<file path="src/rtl/clock_step_controller_pkg.sv">
// -----------------------------------------------------------------------------
// clock_step_controller_pkg
// Shared definitions for the clock step controller:
//   - datapath widths (divisor and tick counter)
//   - FSM state encodings, kept as plain localparam constants so the encoding
//     seen on state_out is fixed and stable
//   - helpers to clamp a requested divisor and to classify counting states
// -----------------------------------------------------------------------------
package clock_step_controller_pkg;

  localparam int DIVISOR_W  = 28;
  localparam int TICK_CNT_W = 16;
  localparam int STATE_W    = 3;

  localparam logic [STATE_W-1:0] ST_HALT      = 3'd0;
  localparam logic [STATE_W-1:0] ST_RUN       = 3'd1;
  localparam logic [STATE_W-1:0] ST_DRAIN     = 3'd2;
  localparam logic [STATE_W-1:0] ST_STEP      = 3'd3;
  localparam logic [STATE_W-1:0] ST_STEP_HOLD = 3'd4;

  // Raise a requested divisor to the smallest supported period.
  function automatic logic [DIVISOR_W-1:0] clamp_divisor(
    input logic [DIVISOR_W-1:0] value,
    input logic [DIVISOR_W-1:0] min_value
  );
    logic [DIVISOR_W-1:0] result;
    if (value < min_value) begin
      result = min_value;
    end else begin
      result = value;
    end
    return result;
  endfunction

  // States in which the period counter advances and ticks may be issued.
  function automatic logic is_counting_state(input logic [STATE_W-1:0] state);
    logic result;
    case (state)
      ST_RUN, ST_DRAIN, ST_STEP: result = 1'b1;
      default:                   result = 1'b0;
    endcase
    return result;
  endfunction

endpackage

</file>
<file path="src/rtl/clock_step_controller_counter.sv">
// -----------------------------------------------------------------------------
// clock_period_counter
// Period counter used by clock_step_controller. While enabled it counts
// 0 .. divisor-1 and wraps; while disabled it is held at zero so every new
// RUN/STEP entry starts a full period.
//
// Ports:
//   clock_in     system clock, rising edge
//   reset        synchronous active-high reset
//   i_enable     high while the controller is in a counting state
//   i_divisor    period length in clock_in cycles
//   o_count      current position inside the period
//   o_wrap       high in the last cycle of a period (only while enabled)
//   o_clock_out  divided square wave: high in the upper half of the period
// -----------------------------------------------------------------------------
module clock_period_counter
  import clock_step_controller_pkg::*;
(
  input  logic                 clock_in,
  input  logic                 reset,
  input  logic                 i_enable,
  input  logic [DIVISOR_W-1:0] i_divisor,
  output logic [DIVISOR_W-1:0] o_count,
  output logic                 o_wrap,
  output logic                 o_clock_out
);

  logic [DIVISOR_W-1:0] r_count;
  logic [DIVISOR_W-1:0] w_last;
  logic [DIVISOR_W-1:0] w_half;
  logic                 w_at_last;

  assign w_last = i_divisor - 28'd1;
  assign w_half = {1'b0, i_divisor[DIVISOR_W-1:1]};

  // '>=' rather than '==' so a corrupted count beyond the period still
  // recovers at the next edge instead of running through the full range.
  assign w_at_last = (r_count >= w_last);

  // Period position: advance while enabled, wrap after the last cycle.
  always_ff @(posedge clock_in) begin
    if (reset) begin
      r_count <= 28'd0;
    end else if (!i_enable) begin
      r_count <= 28'd0;
    end else if (w_at_last) begin
      r_count <= 28'd0;
    end else begin
      r_count <= r_count + 28'd1;
    end
  end

  // Output decode from the count register and the enable (itself a register
  // decode in the parent), so nothing here depends on a primary input.
  always_comb begin
    o_count     = r_count;
    o_wrap      = 1'b0;
    o_clock_out = 1'b0;
    if (i_enable) begin
      o_wrap      = w_at_last;
      o_clock_out = (r_count >= w_half);
    end else begin
      o_wrap      = 1'b0;
      o_clock_out = 1'b0;
    end
  end

endmodule

</file>
<file path="src/rtl/clock_step_controller.sv">
// -----------------------------------------------------------------------------
// clock_step_controller
// Produces a one-cycle tick enable and a divided square wave from clock_in.
// Ticks can free-run (run_req level) or be single-stepped (one tick per
// rising edge of step_req). The divisor can be changed at run time; a new
// value is held pending and only takes effect on a period boundary or while
// halted, so no period is ever truncated or stretched.
//
// Ports:
//   clock_in    system clock, rising edge
//   reset       synchronous active-high reset
//   run_req     level, request free-running ticks
//   step_req    level, each rising edge requests one tick
//   div_load    one-cycle strobe capturing div_value as pending divisor
//   div_value   requested divisor (clock_in cycles per tick)
//   tick_out    one-cycle pulse per completed period
//   clock_out   divided square wave
//   state_out   current FSM state encoding
//   busy        high in every state except HALT
//   div_active  divisor currently in use
//   tick_count  ticks issued since reset (wrapping)
// -----------------------------------------------------------------------------
module clock_step_controller
  import clock_step_controller_pkg::*;
#(
  parameter logic [DIVISOR_W-1:0] DEFAULT_DIVISOR = 28'd50000000,
  parameter logic [DIVISOR_W-1:0] MIN_DIVISOR     = 28'd2
) (
  input  logic                  clock_in,
  input  logic                  reset,
  input  logic                  run_req,
  input  logic                  step_req,
  input  logic                  div_load,
  input  logic [DIVISOR_W-1:0]  div_value,
  output logic                  tick_out,
  output logic                  clock_out,
  output logic [STATE_W-1:0]    state_out,
  output logic                  busy,
  output logic [DIVISOR_W-1:0]  div_active,
  output logic [TICK_CNT_W-1:0] tick_count
);

  localparam logic [DIVISOR_W-1:0] RESET_DIVISOR =
    clamp_divisor(DEFAULT_DIVISOR, MIN_DIVISOR);

  logic [STATE_W-1:0]    r_state;
  logic [STATE_W-1:0]    w_state_next;
  logic                  r_step_q;
  logic                  w_step_rise;
  logic [DIVISOR_W-1:0]  r_div_active;
  logic [DIVISOR_W-1:0]  r_div_pending;
  logic                  r_pending_valid;
  logic [TICK_CNT_W-1:0] r_tick_count;
  logic                  w_counting;
  logic                  w_wrap;
  logic                  w_clock_out;
  logic                  w_commit;
  logic [DIVISOR_W-1:0]  w_count;

  assign w_step_rise = step_req & ~r_step_q;
  assign w_counting  = is_counting_state(r_state);

  // w_wrap is already gated by the counting states, so it is the tick itself.
  // Commit points: any HALT cycle, or the last cycle of a period.
  assign w_commit = (r_state == ST_HALT) | w_wrap;

  clock_period_counter u_period (
    .clock_in    (clock_in),
    .reset       (reset),
    .i_enable    (w_counting),
    .i_divisor   (r_div_active),
    .o_count     (w_count),
    .o_wrap      (w_wrap),
    .o_clock_out (w_clock_out)
  );

  // Registered copy of step_req for rising-edge detection.
  always_ff @(posedge clock_in) begin
    if (reset) begin
      r_step_q <= 1'b0;
    end else begin
      r_step_q <= step_req;
    end
  end

  // Next-state logic. In DRAIN a returning run_req wins over the final wrap
  // so a quick re-request keeps ticking without a HALT gap.
  always_comb begin
    w_state_next = ST_HALT;
    case (r_state)
      ST_HALT: begin
        if (run_req) begin
          w_state_next = ST_RUN;
        end else if (w_step_rise) begin
          w_state_next = ST_STEP;
        end else begin
          w_state_next = ST_HALT;
        end
      end
      ST_RUN, ST_DRAIN: begin
        if (run_req) begin
          w_state_next = ST_RUN;
        end else if (w_wrap) begin
          w_state_next = ST_HALT;
        end else begin
          w_state_next = ST_DRAIN;
        end
      end
      ST_STEP: begin
        // run_req and further step edges are ignored until the step completes.
        if (w_wrap) begin
          w_state_next = ST_STEP_HOLD;
        end else begin
          w_state_next = ST_STEP;
        end
      end
      ST_STEP_HOLD: begin
        // Wait for release so a held button yields only one step.
        if (step_req) begin
          w_state_next = ST_STEP_HOLD;
        end else begin
          w_state_next = ST_HALT;
        end
      end
      default: begin
        w_state_next = ST_HALT;
      end
    endcase
  end

  // FSM state register.
  always_ff @(posedge clock_in) begin
    if (reset) begin
      r_state <= ST_HALT;
    end else begin
      r_state <= w_state_next;
    end
  end

  // Active divisor: takes the pending value only at a commit point.
  always_ff @(posedge clock_in) begin
    if (reset) begin
      r_div_active <= RESET_DIVISOR;
    end else if (w_commit && r_pending_valid) begin
      r_div_active <= r_div_pending;
    end else begin
      r_div_active <= r_div_active;
    end
  end

  // Pending divisor. A load on a commit cycle is kept for the next commit
  // point (the old pending value is the one committed this cycle).
  always_ff @(posedge clock_in) begin
    if (reset) begin
      r_div_pending   <= RESET_DIVISOR;
      r_pending_valid <= 1'b0;
    end else if (div_load) begin
      r_div_pending   <= clamp_divisor(div_value, MIN_DIVISOR);
      r_pending_valid <= 1'b1;
    end else if (w_commit) begin
      r_div_pending   <= r_div_pending;
      r_pending_valid <= 1'b0;
    end else begin
      r_div_pending   <= r_div_pending;
      r_pending_valid <= r_pending_valid;
    end
  end

  // Tick counter, wraps naturally at its width.
  always_ff @(posedge clock_in) begin
    if (reset) begin
      r_tick_count <= 16'd0;
    end else if (w_wrap) begin
      r_tick_count <= r_tick_count + 16'd1;
    end else begin
      r_tick_count <= r_tick_count;
    end
  end

  assign tick_out   = w_wrap;
  assign clock_out  = w_clock_out;
  assign state_out  = r_state;
  assign busy       = (r_state != ST_HALT);
  assign div_active = r_div_active;
  assign tick_count = r_tick_count;

  // The raw count is only observed through wrap/clock_out decode here.
  logic w_unused_count;
  assign w_unused_count = ^w_count;

endmodule

</file>
<file path="config.mk">
export PLATFORM = sky130hd
export DESIGN_NAME = clock_step_controller
export DESIGN_NICKNAME = d
export VERILOG_FILES = /design/src/rtl/clock_step_controller_pkg.sv /design/src/rtl/clock_step_controller_counter.sv /design/src/rtl/clock_step_controller.sv
export SDC_FILE = /design/constraint.sdc
export NUM_CORES = 1
export LEC_CHECK = 0
export BUFFER_PORTS_ARGS = -buffer_cell sky130_fd_sc_hd__buf_4
export CAP_MARGIN = 5
export CORE_MARGIN = 1.5
export CORE_UTILIZATION = 35
export CTS_BUF_LIST = sky130_fd_sc_hd__clkbuf_16
export CTS_CLUSTER_SIZE = 8
export DETAILED_ROUTE_END_ITERATION = 10
export PLACE_DENSITY = 0.57
export SYNTH_ARGS = -nofsm -noshare
export SYNTH_HDL_FRONTEND = slang
export SYNTH_HIERARCHICAL = 1
export SYNTH_SLANG_ARGS = --single-unit
</file>
<file path="constraint.sdc">
create_clock -name clock_in -period 6.4 [get_ports clock_in]
set_input_delay 1.28 -clock clock_in [delete_from_list [all_inputs] [get_ports clock_in]]
set_output_delay 1.28 -clock clock_in [all_outputs]
set_load 0.02 [all_outputs]
</file>
Word-level counts from Yosys, hierarchy flattened --
Index checks and enable logic that the tools add are counted. W data, S select, Z words.
Word-level totals: flip-flop bits (word level) 105, latch bits 0, memory bits (writable) 0, ROM bits 0, input bits 33, output and inout bits 50, logic and storage cells 41, memories kept 0
Operators by class: add/sub/neg operators 3, multiply operators 0, divide/modulo/power cells 0, order comparisons 3, equality and inequality tests 4, shifts and indexed selects 0, muxes and demuxes 13, bitwise operators 4, reduce and logical (&&, ||, !) cells 7
Operators by type and width (number):
- $add A28 B1 Y28 const B | 1
- $ge A28 B27 Y1 | 1
- $ge A28 B28 Y1 | 1
- $lt A28 B2 Y1 const B | 1
- $mux W28 | 1
- $sub A28 B1 Y28 const B | 1
- $add A16 B1 Y16 const B | 1
- $pmux W3 S4 | 1
- $mux W2 | 4
- $eq A3 B2 Y1 const B | 2
- $mux W3 | 2
- $reduce_or A3 Y1 | 2
- $mux W1 | 5
- $eq A3 B1 Y1 const B | 1
- $eq A3 B3 Y1 const B | 1
- $logic_not A3 Y1 | 1
- $reduce_bool A3 Y1 | 1
- $not A1 Y1 | 2
- $reduce_bool A2 Y1 | 1
- $reduce_or A2 Y1 | 1
- $and A1 B1 Y1 | 1
- $logic_and A1 B1 Y1 | 1
- $or A1 B1 Y1 | 1

Longest topological paths before layout --
depth in word-level cells 7, gate-level depth with buffers 20, gate-level depth less buffers 18

Cells and area by module --
Netlist, hierarchy kept.
By module, submodules not included:
- clock_period_counter | instances 1, cells each 372, area each 2934.1 sq um, sequential area each 560.5 sq um
- clock_step_controller | instances 1, cells each 328, area each 2934.1 sq um, sequential area each 1541.5 sq um

Worst setup path before layout --
OpenSTA, ideal clock, no wires.
kind reg-to-output, start register r_div_active[0] (netlist: div_active[0]), end output port tick_out, arrival 3.717 ns, required time 5.120 ns, slack 1.403 ns, stages on the path, launching flop included 15, cells stage by stage dfxtp_1 -> inv_1 -> ha_1 -> or4b_4 -> or4_1 -> nand2b_1 -> nor3_1 -> nand4_1 -> xnor2_1 -> ha_1 -> nand4_1 -> nor4_1 -> nand2_1 -> o211ai_1 -> o21a_1
Between the ends: longest elaborated chain between the ends 3
Ends and longest elaborated chain:
- start: declaration | line clock_step_controller.sv:50 | logic [DIVISOR_W-1:0] r_div_active;
- start signal: assignment | line clock_step_controller.sv:145 | r_div_active <= r_div_pending;
- start signal: assignment | line clock_step_controller.sv:147 | r_div_active <= r_div_active;
- $sub A28 B1 Y28 | line clock_step_controller_counter.sv:33 | assign w_last = i_divisor - 28'd1;
- $ge A28 B28 Y1 | line clock_step_controller_counter.sv:38 | assign w_at_last = (r_count >= w_last);
- $mux W1 | line clock_step_controller_counter.sv:59 | if (i_enable) begin
- end: declaration | line clock_step_controller.sv:35 | output logic tick_out,
Every way passes these cells.

Final worst setup path --
Same ends and word-level chain as after synthesis.

==> impl_metrics.tcl <==
set metrics [dict create \
    min_from "r_div_pending[10]$_SDFFE_PP0P_" \
    layout_worst_path_cycle_share_pct 91.3 \
    dp_slack_ns 0.858 \
    syn_nets 791 \
    path_cells "inv_1 -> ha_1 -> or4b_4 -> or4_1 -> nand2b_1 -> nor3_2 -> nand2_1 -> xnor2_1 -> ha_1 -> nand4_1 -> nor4_1 -> nand2_1 -> o211ai_1 -> o21a_1 -> buf_4 -> buf_4" \
    die-area_mm2 0.0176 \
    fill_cells 1742 \
    io_pins 83 \
    cts_setup_buffers 0 \
    hold_viol_final 0 \
    tns_ns 0 \
    cts_max_level 3 \
    grt_use_total_pct 17.2 \
    min_to "div_active[10]$_SDFFE_PP0P_" \
    final_core_util_pct 42.2 \
    finalNetCount 864 \
    cp.arrival_ns 4.56 \
    synth-seq-cells 105 \
    ys_warn_count 6 \
    critPathMaxFanout 11 \
    portBuffers 82 \
    synthFlopType "dfxtp_1" \
    synth_common_cells "dfxtp_1, nand2_1, nor2_1" \
    final_area_mm2 0.00696 \
    grt_pass1_wl_mm 24.2 \
    cts_sinks 105 \
    via_per_inst 4.97 \
    avgSynthCellArea_um2 8.38 \
    drive_gt1_share_pct 14.4 \
    required_ns 5.12 \
    antenna_cells 0 \
    netlist.area_leader.share_pct 35.8 \
    synth_cell_types 45 \
    power.static_leakage_nw 2.98 \
    gp_congestion 0.829 \
    synth_area_leaders "dfxtp_1, ha_1, nand2_1" \
    powerDensity_mw_per_mm2 204 \
    post_drt_wl_per_cell_um 14.8 \
    netlist_area_mm2 0.00587 \
    crit_start "div_active[0]$_SDFFE_PP0P_" \
    hpwl_mm 11.3 \
    critPathSlowestCell "or4_1" \
    r2r.worst_path.cells 19 \
    clk_latency_ns 0.36 \
    ys_seq_area_share_pct 35.8 \
    hold_depth 2 \
    hold_class "reg -> reg" \
    drt_iter0_drc 259 \
    critPathKind "reg -> out" \
    coreArea_mm2 0.0165 \
    hold_buffers 0 \
    cts_made_buffers 9 \
    cts_buffer_depth 2 \
    grt_start_max_net_pins 58 \
    drv_cap 0 \
    overflow 0 \
    synth_edf_count 0 \
    cts_root_buf "clkbuf_16" \
    grt_pass1_vias 4584 \
    maxSlewViolCount 0 \
    clk_pin_slew_ns 0.07 \
    dieHeight_um 132 \
    initial_core_util_pct 35.6 \
    min_period_ns 5.84 \
    synth.most_common_cell "dfxtp_1" \
    netlist_instances 700 \
    cts_tree "built" \
    reg2reg_from "div_active[0]$_SDFFE_PP0P_" \
    status "finished, final reports clean" \
    r2r_setup_slack_ns 1.28 \
    synthToLayoutAreaGrowth_pct 18.5 \
    antenna_found_initial 0 \
    async_flop_share_pct 0 \
    finClkSkew_ns 0.00940 \
    rr_endpoint "tick_count[15]$_SDFFE_PP0P_" \
    num_rows 47 \
    irDropWorstVdd_v 0.000127 \
    cp-start-kind "flop" \
    die_w_um 132 \
    wirelength_mm 14.8 \
    slew_headroom_pct 40.3 \
    first_pass_iters 4 \
    setup_ws_ns 0.555 \
    rsz0062_at_grt "no" \
    placed_cell_area_mm2 0.00667 \
    drcViolationCount 0 \
    drtAntennaViolNets 0 \
    num_vias 4956 \
    clock.fmax_mhz 171 \
    max_stage_delay_ns 0.53 \
    crit_path_end_kind "output port" \
    final-setup-viol-count 0 \
    yosys.area.top_type "dfxtp_1" \
    worst_pin_slew_ns 0.887 \
]
-- how the worst max path moves through the flow --
| stage | end | slack, ns | cells after the start |
|---|---|---|---|
| final | tick_out | 0.56 | 16 |
| after floorplan | tick_out | 1.40 | 14 |
| after global routing | tick_out | 0.11 | 16 |
| after global placement | tick_out | 0.97 | 16 |
| after CTS | tick_out | 0.43 | 16 |
| after detailed placement | tick_out | 0.86 | 16 |
-- timing repair --
action | CTS | global route
gates resized for setup | 0 | 1
endpoints found under the setup margin | 0 | 1
endpoints found under the hold margin | 0 | 0
-- cell usage in the layout (no fill, tap or decap), types with 2 or more instances in the layout --
master	Yosys	final
dfxtp_1	105	105
nand2_1	97	97
nor2_1	88	88
buf_4	1	85
ha_1	58	58
xnor2_1	41	41
inv_1	38	39
a21oi_1	35	35
nand3_1	31	31
mux2i_1	27	27
nand4_1	23	23
xor2_1	21	21
nor4_1	17	17
nor3_1	16	15
o21ai_0	11	11
clkbuf_16	0	9
a21o_1	8	8
nor2b_1	6	6
a211oi_1	6	6
and4_1	5	5
and3_1	5	5
or3_1	5	5
a31oi_1	4	4
nand2b_1	3	3
o21a_1	3	3
or4_1	3	3
o211ai_1	3	3
nor3b_1	2	2
mux2_2	2	2
inv_8	0	2
clkinv_4	0	2
or2_2	2	2
-- routing by layer --
metal / up-vias / GRT usage [%] / routed length, um
met1: 2282 / 23.6 / 7330
met3: 18 / 4.21 / 667
met4: 0 / 5.31 / 217
met5: - / 0 / 0
met2: 87 / 26.7 / 6560
li1: 2569 / - / -
-- worst max-delay path: cells and delay by family (launching register included) --
| kind | cells | cell delay, ns |
|---|---|---|
| compound gates | 2 | 0.39 |
| xor+xnor | 1 | 0.14 |
| fa+ha+maj | 2 | 0.51 |
| buf+inv | 3 | 0.44 |
| flops | 1 | 0.34 |
| simple gates | 8 | 2.37 |
-- layout make-up --
class	count	area, um^2	area share [%]
clock buffers	9	225	3.24
flip-flops and latches	105	2100	30.2
repair buffers	85	638	9.17
inverters	38	143	2.05
clock inverters	7	55.1	0.792
multi-input cells	534	3520	50.6
well taps	220	275	3.96
-- cells by family after synthesis --
family	count (synthesis)	share of synthesized area, %
adder cells (fa/ha/maj)	58	12.4
multiplexers	29	4.99
buffers and inverters	61	4.33
flip-flops	105	35.8
AO/OA/AOI/OAI	75	7.68
XOR/XNOR	62	9.25
AND/OR/NAND/NOR	310	25.6
-- registers in the layout, indices dropped and copies added (netlist names) --
signal / cells
div_active: 28
r_div_pending: 28
r_pending_valid: 1
r_step_q: 1
state_out: 3
tick_count: 16
u_period/o_count: 28
-- stage by stage --
stage / hold WS [ns] / cells / total power [mW]
floorplan: 0.427 / 700 / 0.828
global placement: 0.442 / 982 / 0.895
detailed placement: 0.444 / 982 / 0.897
CTS: 0.454 / 998 / 1.44
global route: 0.470 / 998 / 1.48
finish: 0.446 / 998 / 1.42
-- power by group --
part	internal, mW	switching (mW)
registers	0.675	0.0259
logic	0.0773	0.102
clock network	0.268	0.270
Power figures use the tool's default switching activity.
